**src/rtl/uart_rx.sv**
```systemverilog
// 8N1 UART receiver peripheral.
// The RX pin is synchronised, deserialised by a mid-bit sampling state
// machine and queued in a small byte FIFO. The CPU reads the FIFO head at
// offset 0x00, popping it with RDb, and reads FIFO status plus sticky
// error flags at offset 0x01. Writing 1s to the error bits at 0x01 clears
// them. All read data is registered, giving a one-cycle read latency.

module uart_rx #(
   parameter int CLK_FREQ   = 10_000_000,
   parameter int BAUD_RATE  = 115_200,
   parameter int BITS       = 16,
   parameter int FIFO_DEPTH = 4
) (
   input  logic            CLK,
   input  logic            RST,
   input  logic [7:0]      ADDRESS,
   input  logic [BITS-1:0] DATA_IN,
   output logic [BITS-1:0] DATA_OUT,
   input  logic            WRb,
   input  logic            RDb,
   input  logic            RX
);

   localparam int DIVISOR = CLK_FREQ / BAUD_RATE;
   localparam int HALF    = DIVISOR / 2;
   localparam int CW      = (DIVISOR > 1) ? $clog2(DIVISOR) : 1;
   localparam int PW      = (FIFO_DEPTH > 1) ? $clog2(FIFO_DEPTH) : 1;
   localparam int NW      = PW + 1;

   localparam logic [CW-1:0] DIV_LAST  = CW'(DIVISOR - 1);
   localparam logic [CW-1:0] HALF_LAST = CW'(HALF - 1);
   localparam logic [NW-1:0] FULL_CNT  = NW'(FIFO_DEPTH);

   localparam logic [7:0] ADDR_DATA   = 8'h00;
   localparam logic [7:0] ADDR_STATUS = 8'h01;

   typedef enum logic [2:0] {
      ST_IDLE  = 3'd0,
      ST_START = 3'd1,
      ST_DATA  = 3'd2,
      ST_STOP  = 3'd3,
      ST_BREAK = 3'd4
   } state_t;

   // synchroniser and arming
   logic       sync1_r;
   logic       sync2_r;
   logic       rxs_s;
   logic [1:0] vld_r;
   logic       armed_r;

   // receive state machine
   state_t          state_r;
   state_t          state_s;
   logic [CW-1:0]   cnt_r;
   logic [CW-1:0]   cnt_s;
   logic [2:0]      bit_r;
   logic [2:0]      bit_s;
   logic [7:0]      shift_r;
   logic [7:0]      shift_s;
   logic            push_s;
   logic            frame_set_s;

   // FIFO
   logic [7:0]      mem_r [FIFO_DEPTH];
   logic [PW-1:0]   head_r;
   logic [PW-1:0]   tail_r;
   logic [NW-1:0]   count_r;
   logic [NW-1:0]   count_s;
   logic            empty_s;
   logic            full_s;
   logic            pop_s;
   logic            push_ok_s;
   logic            ovr_set_s;

   // status and bus
   logic            overrun_r;
   logic            frame_err_r;
   logic            status_wr_s;
   logic            clr_ovr_s;
   logic            clr_frm_s;
   logic [7:0]      status_s;
   logic [BITS-1:0] rdata_s;
   logic            unused_s;

   assign rxs_s = sync2_r;

   // Bring RX into the clock domain; arm reception only after the line has
   // been seen idle with real samples, so a frame already in progress when
   // reset is released is not mistaken for a start bit.
   always_ff @(posedge CLK) begin
      if (RST) begin
         sync1_r <= 1'b1;
         sync2_r <= 1'b1;
         vld_r   <= 2'b00;
         armed_r <= 1'b0;
      end else begin
         sync1_r <= RX;
         sync2_r <= sync1_r;
         vld_r   <= {vld_r[0], 1'b1};
         if (vld_r[1] && sync2_r) begin
            armed_r <= 1'b1;
         end
      end
   end

   // Receive state, baud counter, bit index and shift register.
   always_ff @(posedge CLK) begin
      if (RST) begin
         state_r <= ST_IDLE;
         cnt_r   <= '0;
         bit_r   <= 3'd0;
         shift_r <= 8'h00;
      end else begin
         state_r <= state_s;
         cnt_r   <= cnt_s;
         bit_r   <= bit_s;
         shift_r <= shift_s;
      end
   end

   // Next-state logic: start bit checked at its midpoint, then every bit
   // sampled one full bit period later; the counter restarts on every
   // transition and after each data sample.
   always_comb begin
      state_s     = state_r;
      cnt_s       = cnt_r + CW'(1);
      bit_s       = bit_r;
      shift_s     = shift_r;
      push_s      = 1'b0;
      frame_set_s = 1'b0;
      case (state_r)
         ST_IDLE: begin
            cnt_s = '0;
            if (armed_r && !rxs_s) begin
               state_s = ST_START;
            end else begin
               state_s = ST_IDLE;
            end
         end
         ST_START: begin
            if (cnt_r == HALF_LAST) begin
               cnt_s = '0;
               if (!rxs_s) begin
                  state_s = ST_DATA;
                  bit_s   = 3'd0;
               end else begin
                  state_s = ST_IDLE;
               end
            end else begin
               state_s = ST_START;
            end
         end
         ST_DATA: begin
            if (cnt_r == DIV_LAST) begin
               cnt_s   = '0;
               shift_s = {rxs_s, shift_r[7:1]};
               if (bit_r == 3'd7) begin
                  state_s = ST_STOP;
               end else begin
                  bit_s   = bit_r + 3'd1;
                  state_s = ST_DATA;
               end
            end else begin
               state_s = ST_DATA;
            end
         end
         ST_STOP: begin
            if (cnt_r == DIV_LAST) begin
               cnt_s = '0;
               if (rxs_s) begin
                  push_s  = 1'b1;
                  state_s = ST_IDLE;
               end else begin
                  frame_set_s = 1'b1;
                  state_s     = ST_BREAK;
               end
            end else begin
               state_s = ST_STOP;
            end
         end
         ST_BREAK: begin
            cnt_s = '0;
            if (rxs_s) begin
               state_s = ST_IDLE;
            end else begin
               state_s = ST_BREAK;
            end
         end
         default: begin
            cnt_s   = '0;
            state_s = ST_IDLE;
         end
      endcase
   end

   // FIFO control: a pop in the same cycle frees a slot for a push into a
   // full FIFO; a pop of an empty FIFO is ignored.
   always_comb begin
      empty_s   = (count_r == '0);
      full_s    = (count_r == FULL_CNT);
      pop_s     = !RDb && (ADDRESS == ADDR_DATA) && !empty_s;
      push_ok_s = push_s && (!full_s || pop_s);
      ovr_set_s = push_s && full_s && !pop_s;
      case ({push_ok_s, pop_s})
         2'b10:   count_s = count_r + NW'(1);
         2'b01:   count_s = count_r - NW'(1);
         default: count_s = count_r;
      endcase
   end

   // FIFO pointers and occupancy; reset flushes the queue.
   always_ff @(posedge CLK) begin
      if (RST) begin
         head_r  <= '0;
         tail_r  <= '0;
         count_r <= '0;
      end else begin
         if (push_ok_s) begin
            tail_r <= tail_r + PW'(1);
         end
         if (pop_s) begin
            head_r <= head_r + PW'(1);
         end
         count_r <= count_s;
      end
   end

   // FIFO storage; contents need no reset since occupancy gates every read.
   always_ff @(posedge CLK) begin
      if (push_ok_s && !RST) begin
         mem_r[tail_r] <= shift_r;
      end
   end

   // Write-1-to-clear decode for the sticky error flags.
   always_comb begin
      status_wr_s = !WRb && (ADDRESS == ADDR_STATUS);
      if (status_wr_s) begin
         clr_ovr_s = DATA_IN[2];
         clr_frm_s = DATA_IN[3];
      end else begin
         clr_ovr_s = 1'b0;
         clr_frm_s = 1'b0;
      end
   end

   // Sticky error flags; a set in the same cycle as a clear wins.
   always_ff @(posedge CLK) begin
      if (RST) begin
         overrun_r   <= 1'b0;
         frame_err_r <= 1'b0;
      end else begin
         overrun_r   <= ovr_set_s   | (overrun_r   & ~clr_ovr_s);
         frame_err_r <= frame_set_s | (frame_err_r & ~clr_frm_s);
      end
   end

   // Read mux: FIFO head at DATA, flags and occupancy at STATUS, zero elsewhere.
   always_comb begin
      status_s = {4'(count_r), frame_err_r, overrun_r, full_s, !empty_s};
      rdata_s  = '0;
      case (ADDRESS)
         ADDR_DATA: begin
            if (!empty_s) begin
               rdata_s[7:0] = mem_r[head_r];
            end else begin
               rdata_s[7:0] = 8'h00;
            end
         end
         ADDR_STATUS: begin
            rdata_s[7:0] = status_s;
         end
         default: begin
            rdata_s = '0;
         end
      endcase
   end

   // Registered read data; captures the pre-pop head on a DATA pop.
   always_ff @(posedge CLK) begin
      if (RST) begin
         DATA_OUT <= '0;
      end else begin
         DATA_OUT <= rdata_s;
      end
   end

   // Write data bits with no register behind them.
   assign unused_s = ^{DATA_IN[BITS-1:4], DATA_IN[1:0]};

endmodule
```
**config.mk**
```make
export PLATFORM = sky130hd
export DESIGN_NAME = uart_rx
export DESIGN_NICKNAME = d
export VERILOG_FILES = /design/src/rtl/uart_rx.sv
export SDC_FILE = /design/constraint.sdc
export NUM_CORES = 1
export LEC_CHECK = 0
export ABC_AREA = 1
export CAP_MARGIN = 40
export CORE_MARGIN = 10
export CORE_UTILIZATION = 54
export CTS_CLUSTER_DIAMETER = 200
export DETAILED_ROUTE_END_ITERATION = 10
export GPL_ROUTABILITY_DRIVEN = 0
export PLACE_DENSITY = 0.79
export SLEW_MARGIN = 20
export SYNTH_ARGS = -nofsm -noshare
export SYNTH_HDL_FRONTEND = slang
export SYNTH_SLANG_ARGS = --single-unit
```
**constraint.sdc**
```tcl
create_clock -name CLK -period 2.31 [get_ports CLK]
set_clock_uncertainty 0.1 [all_clocks]
set_input_delay 0.5775 -clock CLK [delete_from_list [all_inputs] [get_ports CLK]]
set_output_delay 0.5775 -clock CLK [all_outputs]
set_load 0.02 [all_outputs]
```
==> qor.csv <==
stage,metric,value,unit
final_layout,fin_cells,474,
power,p_per_area,603,mW/mm²
worst_setup_path,crit_required,2270,ps
yosys,synthTopCellsByArea,"edfxtp_1, dfxtp_1, nor2_1",
detailed_routing,drtIter0Drc,97,
clock_tree,cts-root-buf,clkbuf_8,
timing,period_share,94.6,%
worst_setup_path,startpoint_type,primary input,
worst_setup_path,crit_type,in -> reg,
detailed_routing,viasPerCell,5.07,
final_layout,syn2layout_area_growth,18.0,%
floorplanning,core_area,0.00596,mm²
power,power.total,2.38,mW
clock_tree,numCtsBuffers,9,
detailed_routing,vias,2405,
floorplanning,std_cell_rows,28,
detailed_routing,drt-total-wl,6400,µm
min_path,hold_class,reg -> reg,
worst_setup_path,path_cells,"clkdlybuf4s50_1, nor2_2, nand2_1, nor2_2, nand3_2, nand2_1, inv_1, nor2_4, nand2_2, nor2_2, buf_12",
yosys,ys.flop_type,dfxtp_1,
detailed_routing,first_pass_iters,4,
yosys,async_flop_share,0,%
timing,final_max_slew_viol_count,0,
detailed_routing,detail-route-antenna-nets,0,
floorplanning,initial_utilization,56.0,%
global_routing,grt_pass1_vias,2347,
yosys,synth_common_cells,"nor2_1, dfxtp_1, nand2_1",
final_layout,fill_cells,463,
place,place_inst,457,
run,drv_cap,0,
yosys,ys_warn_count,0,
clock_tree,insertion_delay,350,ps
timing,hold_violations,0,
clock_tree,cts_tree,yes,
place,post-place-ws,-293,ps
global_routing,grt_max_degree,26,
final_layout,drive_above_1_share,17.8,%
yosys,synth.ff_latch_count,77,
timing,period_minus_slack,2180,ps
yosys,synthMostInstantiatedCell,nor2_1,
worst_setup_path,crit_top_cell,nor2_2,
floorplanning,io_pins,45,
yosys,synth_area,0.00334,mm²
floorplanning,dieWidth,98.6,µm
power,ir_drop,0.410,mV
worst_setup_path,slowest_delay,410,ps
status,status,"complete, no violations",
floorplanning,dieHeight,98.6,µm
yosys,yosysSeqAreaShare,55.8,%
global_routing,antenna_found_initial,0,
power,leakage,1.56,nW
worst_setup_path,endpoint_kind,flip-flop,
global_routing,grtUsageTotal,13.4,%
yosys,synth_top_cell_area_share,28.8,%
timing,worst_hold_slack,309,ps
worst_setup_path,cp_max_fo,8,
final_layout,utilization,66.1,%
yosys,synth-edff-count,32,
global_routing,overflow,0,
yosys,synthCells,353,
worst_setup_path,cpMaxStageDelayCell,clkdlybuf4s50_1,
place,numPortBuffers,22,
timing,fmax,458,MHz
detailed_routing,wire_per_inst,13.5,µm
worst_setup_path,cp.arrival,2150,ps
final_layout,nets,433,
clock_tree,cts.sink_count,77,
timing,worst_slack,126,ps
yosys,synth.largest_area_cell,edfxtp_1,
clock_tree,cts.htree.levels,3,
timing,setup_viol,0,
yosys,syn_avg_cell_area,9.45,µm²
clock_tree,clock_path_buffers,2,
place,dp_hpwl,4720,µm
final_layout,diodes,0,
floorplanning,dieArea,0.00972,mm²
detailed_routing,drc,0,
global_routing,grt_pass1_wl,10600,µm
clock_tree,path_clk_slew,70,ps
yosys,synth_cell_types,37,
==> critical path, delay by kind of cell <==
kind | cells | cell delay [ps]
buf+inv | 3 | 620
simple gates | 8 | 940
==> layout by cell type, fill, tap and decap left out, types with 2 or more instances in the layout <==
cell type,count
inv_1,32
clkinvlp_4,3
nor2_2,9
ha_1,9
inv_2,8
nor2_1,50
buf_12,4
dlymetal6s2s_1,2
a21oi_2,3
nand3_1,16
clkbuf_8,10
nand3b_1,3
or2_2,2
clkdlybuf4s50_1,20
nand2_2,5
nor3_1,2
xor2_1,3
clkinv_1,2
nand2_1,45
conb_1,8
o21ai_0,29
a32o_1,3
edfxtp_1,32
buf_4,12
o21ai_1,2
nor2_4,3
nand3_2,4
dfxtp_1,45
nand4_1,3
o22ai_1,5
a21oi_1,14
==> logic make-up (layout without fill, tap and decap cells) <==
family                     after synthesis  count (layout)  share of synthesized area (%)
adders and majority gates               10              10                           3.97
DFF                                     77              77                           55.8
other                                    1               8                          0.112
AOI/OAI and AO/OA                       59              59                           10.5
and+or+nand+nor                        145             145                           20.9
xor gates and xnor gates                 4               4                           1.05
buffers and inverters                   57              96                           7.72
==> registers in the layout, summed over array words and instances, names as in the netlist, named ones only <==
signal	flops
head_r	2
armed_r	1
mem_r	32
cnt_r	7
vld_r	2
tail_r	2
rxs_s	1
frame_err_r	1
shift_r	8
DATA_OUT	8
bit_r	3
count_r	3
state_r	3
overrun_r	1
sync1_r	1
==> power by group <==
| part | internal (mW) | switching, mW |
|---|---|---|
| clock network | 0.419 | 0.476 |
| logic | 0.0304 | 0.0369 |
| registers | 1.41 | 0.00344 |
==> final cells by class <==
class | instances | area, µm² | share of cell area [%]
Sequential cell | 77 | 1860 | 47.3
Tap cell | 75 | 93.8 | 2.38
Timing Repair Buffer | 38 | 395 | 10.0
Clock buffer | 11 | 141 | 3.59
Inverter | 42 | 158 | 4.00
Clock inverter | 5 | 36.3 | 0.922
Multi-Input combinational cell | 226 | 1250 | 31.8
==> stage by stage <==
step	TNS (ps)	cell area (µm²)
finish	0	3940
detailed placement	-7680	3740
floorplan	0	3360
global route	-4.45	3940
global placement	-6110	3740
CTS	0	3920
==> repair_timing <==
item,CTS,global route
gates resized for setup,0,6
setup buffers,0,1
endpoints found under the setup margin,0,33
hold buffers,0,0
==> layer usage <==
layer / routed length (µm) / vias up / GRT usage (%)
li1: - / 1230 / -
met1: 2610 / 1114 / 14.2
met2: 3370 / 51 / 23.6
met3: 324 / 10 / 4.33
met4: 96 / 0 / 6.17
met5: 0 / - / 0
==> final timing paths <==
check | cells after the start | endpoint | slack (ps) | startpoint
hold reg to reg | 2 | vld_r[1] | 310 | vld_r[0]
hold / removal | 2 | vld_r[1] | 310 | vld_r[0]
setup reg to reg | 9 | mem_r[3][6] | 280 | cnt_r[0]
setup / recovery | 11 | mem_r[3][6] | 130 | ADDRESS[3]
(Power assumes the default switching activity.)
